`config.mk`:
```
export PLATFORM = sky130hd
export DESIGN_NAME = mem_stage
export DESIGN_NICKNAME = d
export VERILOG_FILES = /design/src/rtl/mem_stage.sv
export SDC_FILE = /design/constraint.sdc
export NUM_CORES = 2
export LEC_CHECK = 0
export BUFFER_PORTS_ARGS = -buffer_cell sky130_fd_sc_hd__buf_2
export CORE_ASPECT_RATIO = 0.8
export CORE_UTILIZATION = 46
export CTS_CLUSTER_DIAMETER = 40
export DETAILED_ROUTE_END_ITERATION = 8
export GPL_ROUTABILITY_DRIVEN = 0
export PLACE_DENSITY_LB_ADDON = 0.2
export SLEW_MARGIN = 10
export SYNTH_ARGS = -nofsm -noshare
export SYNTH_HDL_FRONTEND = slang
export SYNTH_SLANG_ARGS = --single-unit
```
`constraint.sdc`:
```
create_clock -name clk -period 4.5 [get_ports clk]
set_clock_uncertainty 0.05 [all_clocks]
set_input_delay 0.9 -clock clk [delete_from_list [all_inputs] [get_ports clk]]
set_output_delay 0.9 -clock clk [all_outputs]
set_load 0.01 [all_outputs]
```
`src/rtl/mem_stage.sv`:
```
// -----------------------------------------------------------------------------
// mem_stage -- pipeline MEM stage with a multi-cycle data memory.
//
// Accepts one instruction from the EX/MEM register when idle. ALU-only ops
// are forwarded to WB on the next cycle. Loads and stores hold the pipeline
// (stall) for MEM_LATENCY cycles, then perform the memory access and present
// the result to WB on the following cycle.
//
// Parameters
//   MEM_LATENCY  data-memory access latency in cycles (1..4)
//   DEPTH        number of 8-bit data-memory words (addressed by aluResult)
//
// Ports
//   clk, rst       clock, synchronous active-high reset
//   in_valid       EX/MEM register holds a valid instruction
//   in_aluResult   ALU result / memory address
//   in_r2          store data
//   in_dest        destination register index
//   in_memRead     load
//   in_memWrite    store (wins when both memRead and memWrite are set)
//   in_regWrite    instruction writes the register file
//   stall          hold EX/MEM and all earlier stages (high while BUSY)
//   wb_valid       single-cycle pulse: wb_* fields valid
//   wb_data        load data, store address, or pass-through ALU result
//   wb_dest        destination register index
//   wb_regWrite    register-file write enable toward WB (0 when !wb_valid)
// -----------------------------------------------------------------------------
module mem_stage #(
  parameter int MEM_LATENCY = 2,
  parameter int DEPTH       = 256
) (
  input  logic       clk,
  input  logic       rst,
  input  logic       in_valid,
  input  logic [7:0] in_aluResult,
  input  logic [7:0] in_r2,
  input  logic [2:0] in_dest,
  input  logic       in_memRead,
  input  logic       in_memWrite,
  input  logic       in_regWrite,
  output logic       stall,
  output logic       wb_valid,
  output logic [7:0] wb_data,
  output logic [2:0] wb_dest,
  output logic       wb_regWrite
);

  localparam int AW = (DEPTH > 1) ? $clog2(DEPTH) : 1;

  // Counter is loaded with MEM_LATENCY-1 so BUSY lasts exactly MEM_LATENCY
  // cycles: the access happens on the edge that finds the counter at zero.
  localparam logic [1:0] CNT_INIT = 2'(MEM_LATENCY - 1);

  localparam logic [0:0] IDLE = 1'b0;
  localparam logic [0:0] BUSY = 1'b1;

  logic [0:0] state;
  logic [1:0] cnt;

  // Instruction captured at accept; in_* are ignored while BUSY.
  logic [7:0] lat_addr;
  logic [7:0] lat_r2;
  logic [2:0] lat_dest;
  logic       lat_store;
  logic       lat_regwrite;

  logic [7:0] mem [DEPTH];

  logic          accept;
  logic          is_mem_op;
  logic          done;
  logic [AW-1:0] mem_idx;

  assign stall     = (state == BUSY);
  assign accept    = (state == IDLE) && in_valid;
  assign is_mem_op = in_memRead || in_memWrite;
  assign done      = (state == BUSY) && (cnt == 2'd0);
  assign mem_idx   = lat_addr[AW-1:0];

  // Control, capture and WB output register.
  always_ff @(posedge clk) begin
    if (rst) begin
      state        <= IDLE;
      cnt          <= '0;
      lat_addr     <= '0;
      lat_r2       <= '0;
      lat_dest     <= '0;
      lat_store    <= 1'b0;
      lat_regwrite <= 1'b0;
      wb_valid     <= 1'b0;
      wb_regWrite  <= 1'b0;
      wb_data      <= '0;
      wb_dest      <= '0;
    end else begin
      // wb_valid / wb_regWrite are pulses; data and dest hold otherwise.
      wb_valid    <= 1'b0;
      wb_regWrite <= 1'b0;
      case (state)
        IDLE: begin
          if (accept) begin
            lat_addr     <= in_aluResult;
            lat_r2       <= in_r2;
            lat_dest     <= in_dest;
            // Only memory ops reach BUSY, so "not a store" there means load.
            lat_store    <= in_memWrite;
            lat_regwrite <= in_regWrite;
            if (is_mem_op) begin
              state <= BUSY;
              cnt   <= CNT_INIT;
            end else begin
              wb_valid    <= 1'b1;
              wb_data     <= in_aluResult;
              wb_dest     <= in_dest;
              wb_regWrite <= in_regWrite;
            end
          end
        end
        BUSY: begin
          if (done) begin
            state       <= IDLE;
            wb_valid    <= 1'b1;
            wb_dest     <= lat_dest;
            wb_regWrite <= lat_regwrite;
            wb_data     <= lat_store ? lat_addr : mem[mem_idx];
          end else begin
            cnt <= cnt - 2'd1;
          end
        end
        default: begin
          state <= IDLE;
          cnt   <= '0;
        end
      endcase
    end
  end

  // Data memory: never cleared; a reset on the completing edge aborts the write.
  always_ff @(posedge clk) begin
    if (!rst && done && lat_store) begin
      mem[mem_idx] <= lat_r2;
    end
  end

endmodule

```
After elaboration in Yosys (flattened, before gate mapping)
Memory sizes are Yosys's and may differ from the RTL's. A register that Yosys moved wholly into a read port is not among the register bits.
Index checks and enable logic that the tools add are counted.
Widths: inputs -> output; s select.
{ "totals": {"input_bits": 25, "memories": 1, "register_bits": 37, "elab_cells": 58, "out_inout_bits": 14, "ram_bits": 2048} }
{ "memory_table": {"columns": ["memory", "words", "width", "rd", "rd_clocked_by_memory_dff", "wr", "line", "rtl"], "rows": [
  ["mem", 256, 8, 1, 1, 1, "67", "logic [7:0] mem [DEPTH];"]
]} }
{ "op_classes": {"reduce_logical": 10, "n_eq_ne": 5, "n_addsub": 1, "bitwise": 1, "mux": 29} }
{ "op_table": {"columns": ["cell", "count"], "rows": [
  ["$mux 8", 6],
  ["$pmux 8 s2", 1],
  ["$mux 1", 11],
  ["$mux 3", 3],
  ["$ne 2x2->1 const B", 4],
  ["$mux 2", 3],
  ["$pmux 1 s2", 3],
  ["$pmux 3 s2", 1],
  ["$reduce_and 3->1", 2],
  ["$logic_and 1x1->1", 4],
  ["$pmux 2 s2", 1],
  ["$logic_not 2->1", 1],
  ["$ne 2x1->1 const B", 1],
  ["$reduce_and 2->1", 1],
  ["$sub 2x1->2 const B", 1],
  ["$logic_not 1->1", 1],
  ["$logic_or 1x1->1", 1],
  ["$not 1->1", 1]
]} }

Longest topological paths before layout
{ "depth": {"ltp_word": 6, "depth_mapped": 13} }

Least setup slack after synthesis
OpenSTA, ideal clock, no wires.
{ "synth_timing": {"path_type": "reg2reg", "start": "register lat_r2[0]", "end": "memory mem[0][0], data pin", "setup_ns": 0.856, "path_buffers": 0, "t_arrival_ns": 3.397, "path_stages_with_launch": 1, "path_slack_ns": 0.197, "period_less_slack_ns": 4.303, "path_cell_list": "dfxtp_1"} }
{ "synth_lines": {"columns": ["item", "line", "rtl"], "rows": [
  ["start: declaration", "62", "logic [7:0] lat_r2;"],
  ["start signal: assignment", "102", "lat_r2 <= in_r2;"],
  ["end: declaration", "67", null]
]} }
Straight into the memory's write port.

==> results.cfg <==
[clock_network]
clock-root-buffer = clkbuf_16
holdBufCountCts = 0
clock_sinks = 2093
clk_pin_slew_worst_paths_ns = 0.07
cts_buffers = 210
cts.path.max_buffers = 3
cts_tree = yes
cts_max_level = 4
clk_latency_ns = 0.86

[power]
p_leak_nw = 30.6
p_int_mw = 32.5
peakVddDrop_mv = 0.391
power_mw = 41.8
switchingPower_mw = 9.30
combPwrFrac_pct = 5.1
power-per-cell-area_nw_per_um2 = 447
swShare_pct = 22.2
pwr-share-seq_pct = 51.7
p_clk_share_pct = 43.2

[yosys]
ys_ff_latch = 2093
yosysMostFrequentCell = edfxtp_1
yosysSeqAreaShare_pct = 76.6
netlist_area_um2 = 81500
synth-edff-count = 2048
avgSynthCellArea_um2 = 20.4
synth_ff_type = edfxtp_1
synth_area_leader_cell = edfxtp_1
synthDistinctLibCells = 65
synth_nets = 4022
yosys-top-cells-count = edfxtp_1 (2048), mux4_2 (469), nor2_1 (323), mux2i_1 (168), nand2_1 (139)
yosysWarningCount = 0
synthArstFlopShare_pct = 0
synthCells = 3996
synth_top_area_share_pct = 75.4
synth_area_leaders = edfxtp_1 (75%), mux4_2 (13%), mux2i_1 (2.1%)

[setup_path]
crit_chain = buf_12 -> buf_12 -> buf_4 -> mux4_2 -> mux2i_1 -> nor2_1 -> nor4_2 -> nor3_2 -> o221ai_1 -> o211ai_1
setup.worst_path.end_class = register
worst_path_largest_cell_delay_ns = 0.80
r2r_slack_ns = 0.20
start_kind = register
arrival_ns = 4.95
cp_slowest_cell = nor4_2
worst_path_most_repeated_cell = buf_12
crit_type = register to register
required_ns = 5.15
critical_path.max_fanout = 26

[routing]
top_layer = met5
drc_errors = 0
wl_met1_mm = 95.8
wl_met2_mm = 96.4
drt-wirelength-per-cell_um = 32.3
via_per_inst = 6.15
finalWirelength_mm = 224
first_pass_iters = 5
vias = 42500
wl_met3_mm = 23.8
drtIter0Drc = 6269
antenna_left = 0

[floorplan]
io_pins = 39
die_x_um = 473
row_count = 137
die_h_um = 379
core_um2 = 175000
dieArea_um2 = 179000
start_util_pct = 46.5

[status]
outcome = finished, final reports clean

[timing]
max-slew-margin-rel_pct = 17.0
rsz0062_at_grt = false
slew_viol_final = 0
worst_pin_slew_ns = 1.24
period_minus_slack_ns = 4.30
hold_slack_ns = 0.238
hold_violations = 0
post-route-period-util_pct = 95.5
setup_viol = 0
fmax_ghz = 0.233

[grt]
grt_pass1_vias = 41100
antenna_found_initial = 7
grt_max_degree = 185
grt_overflow_total = 0
gr-usage-all-layers_pct = 25.1
grt_first_pass_wirelength_mm = 316

[finish]
nNetsFinal = 4393
fin_util_pct = 53.4
instances_no_fill = 6915
drive_above_1_share_pct = 27.3
synthToLayoutAreaGrowth_pct = 14.7

[min_path]
hold_class = input port to register

[place]
dp_hpwl_mm = 140
placed_cells = 6518
io_buffers = 38

[job]
cap_violations = 0
==> flip-flops by register name, summed over array words and instances (netlist names), named ones only <==
register,count
cnt,2
lat_addr,8
lat_dest,3
lat_r2,8
lat_regwrite,1
lat_store,1
mem,2048
stall,1
wb_data,8
wb_dest,3
wb_regWrite,1
wb_valid,1
==> timing repair <==
item	in CTS	in global routing
buffers inserted	0	0
gates resized for setup	2	0
setup endpoints to repair	1	0
==> logic make-up (layout without fill, tap and decap cells) <==
group	Yosys count	count (layout)	synth area share (%)
and+or+nand+nor	656	656	3.54
AOI/OAI and AO/OA	353	353	2.90
adders and majority gates	1	1	0.0153
buffers and inverters	245	799	1.80
other	0	2	0
muxes	648	648	15.2
DFF	2093	2093	76.6
==> power groups by stage <==
stage,registers [mW],logic (mW),clock network [mW]
finish,21.6,2.14,18.1
detailed placement,22.0,2.13,0
floorplan,22.1,1.17,0
global route,21.6,2.24,19.0
CTS,21.6,2.13,18.3
global placement,22.0,2.12,0
==> metrics by stage <==
stage	setup TNS (ns)	setup slack (ns)	instance area, µm²
after floorplan	0	0.197	81500
after global placement	-0.254	-0.254	86300
after global routing	0	0.0952	93500
final	0	0.200	93500
after CTS	0	0.266	93500
after detailed placement	-0.265	-0.265	86300
==> worst max-delay path, delay by kind of cell, from the launching register on <==
kind            cells  cell delay (ns)
simple gates        3             1.17
buf+inv             3             0.90
mux                 2             0.69
flops               1             0.68
compound gates      2             0.57
==> cell usage in the layout (no fill, tap or decap), drive strengths merged, types with 10 or more instances in the layout <==
cell and n:
a2111oi 11, o21ai 40, o221ai 32, nand2b 11, mux2i 168, nor3 36, clkinv 89, a211oi 27
inv 26, nor2b 13, bufinv 25, buf 395, clkinvlp 21, dfxtp 45, mux4 470, a21oi 71
nor4 19, nand4 10, mux2 10, clkbuf 243, nand2 139, edfxtp 2048, and2 18, o22ai 79
nand3 46, a31oi 14, a22oi 37, nor2 323
==> per-layer routing <==
metal | track usage (%) | vias to the layer above
li1 | - | 17300
met1 | 38.2 | 22600
met2 | 35.2 | 2215
met3 | 6.08 | 346
met4 | 8.49 | 4
met5 | 0 | -
==> final cells by class <==
class,instances,area (µm²)
clock inverter,152,1630
multi-input combinational,1658,17700
inverter,9,35.0
timing repair buffer,395,3230
tap,2363,2960
antenna,2,5.00
sequential,2093,62400
clock buffer,243,5530
fill,13600,81700
==> final timing paths <==
kind	startpoint	end	depth (start not counted)
worst min-delay path	in_r2[1]	lat_r2[1]	3
worst min register to register	lat_dest[1]	lat_dest[1]	2
worst max register to register	register	wb_data[2]	10
worst max-delay path	register	wb_data[2]	10
Note: power is estimated with default switching activity, not from simulation.
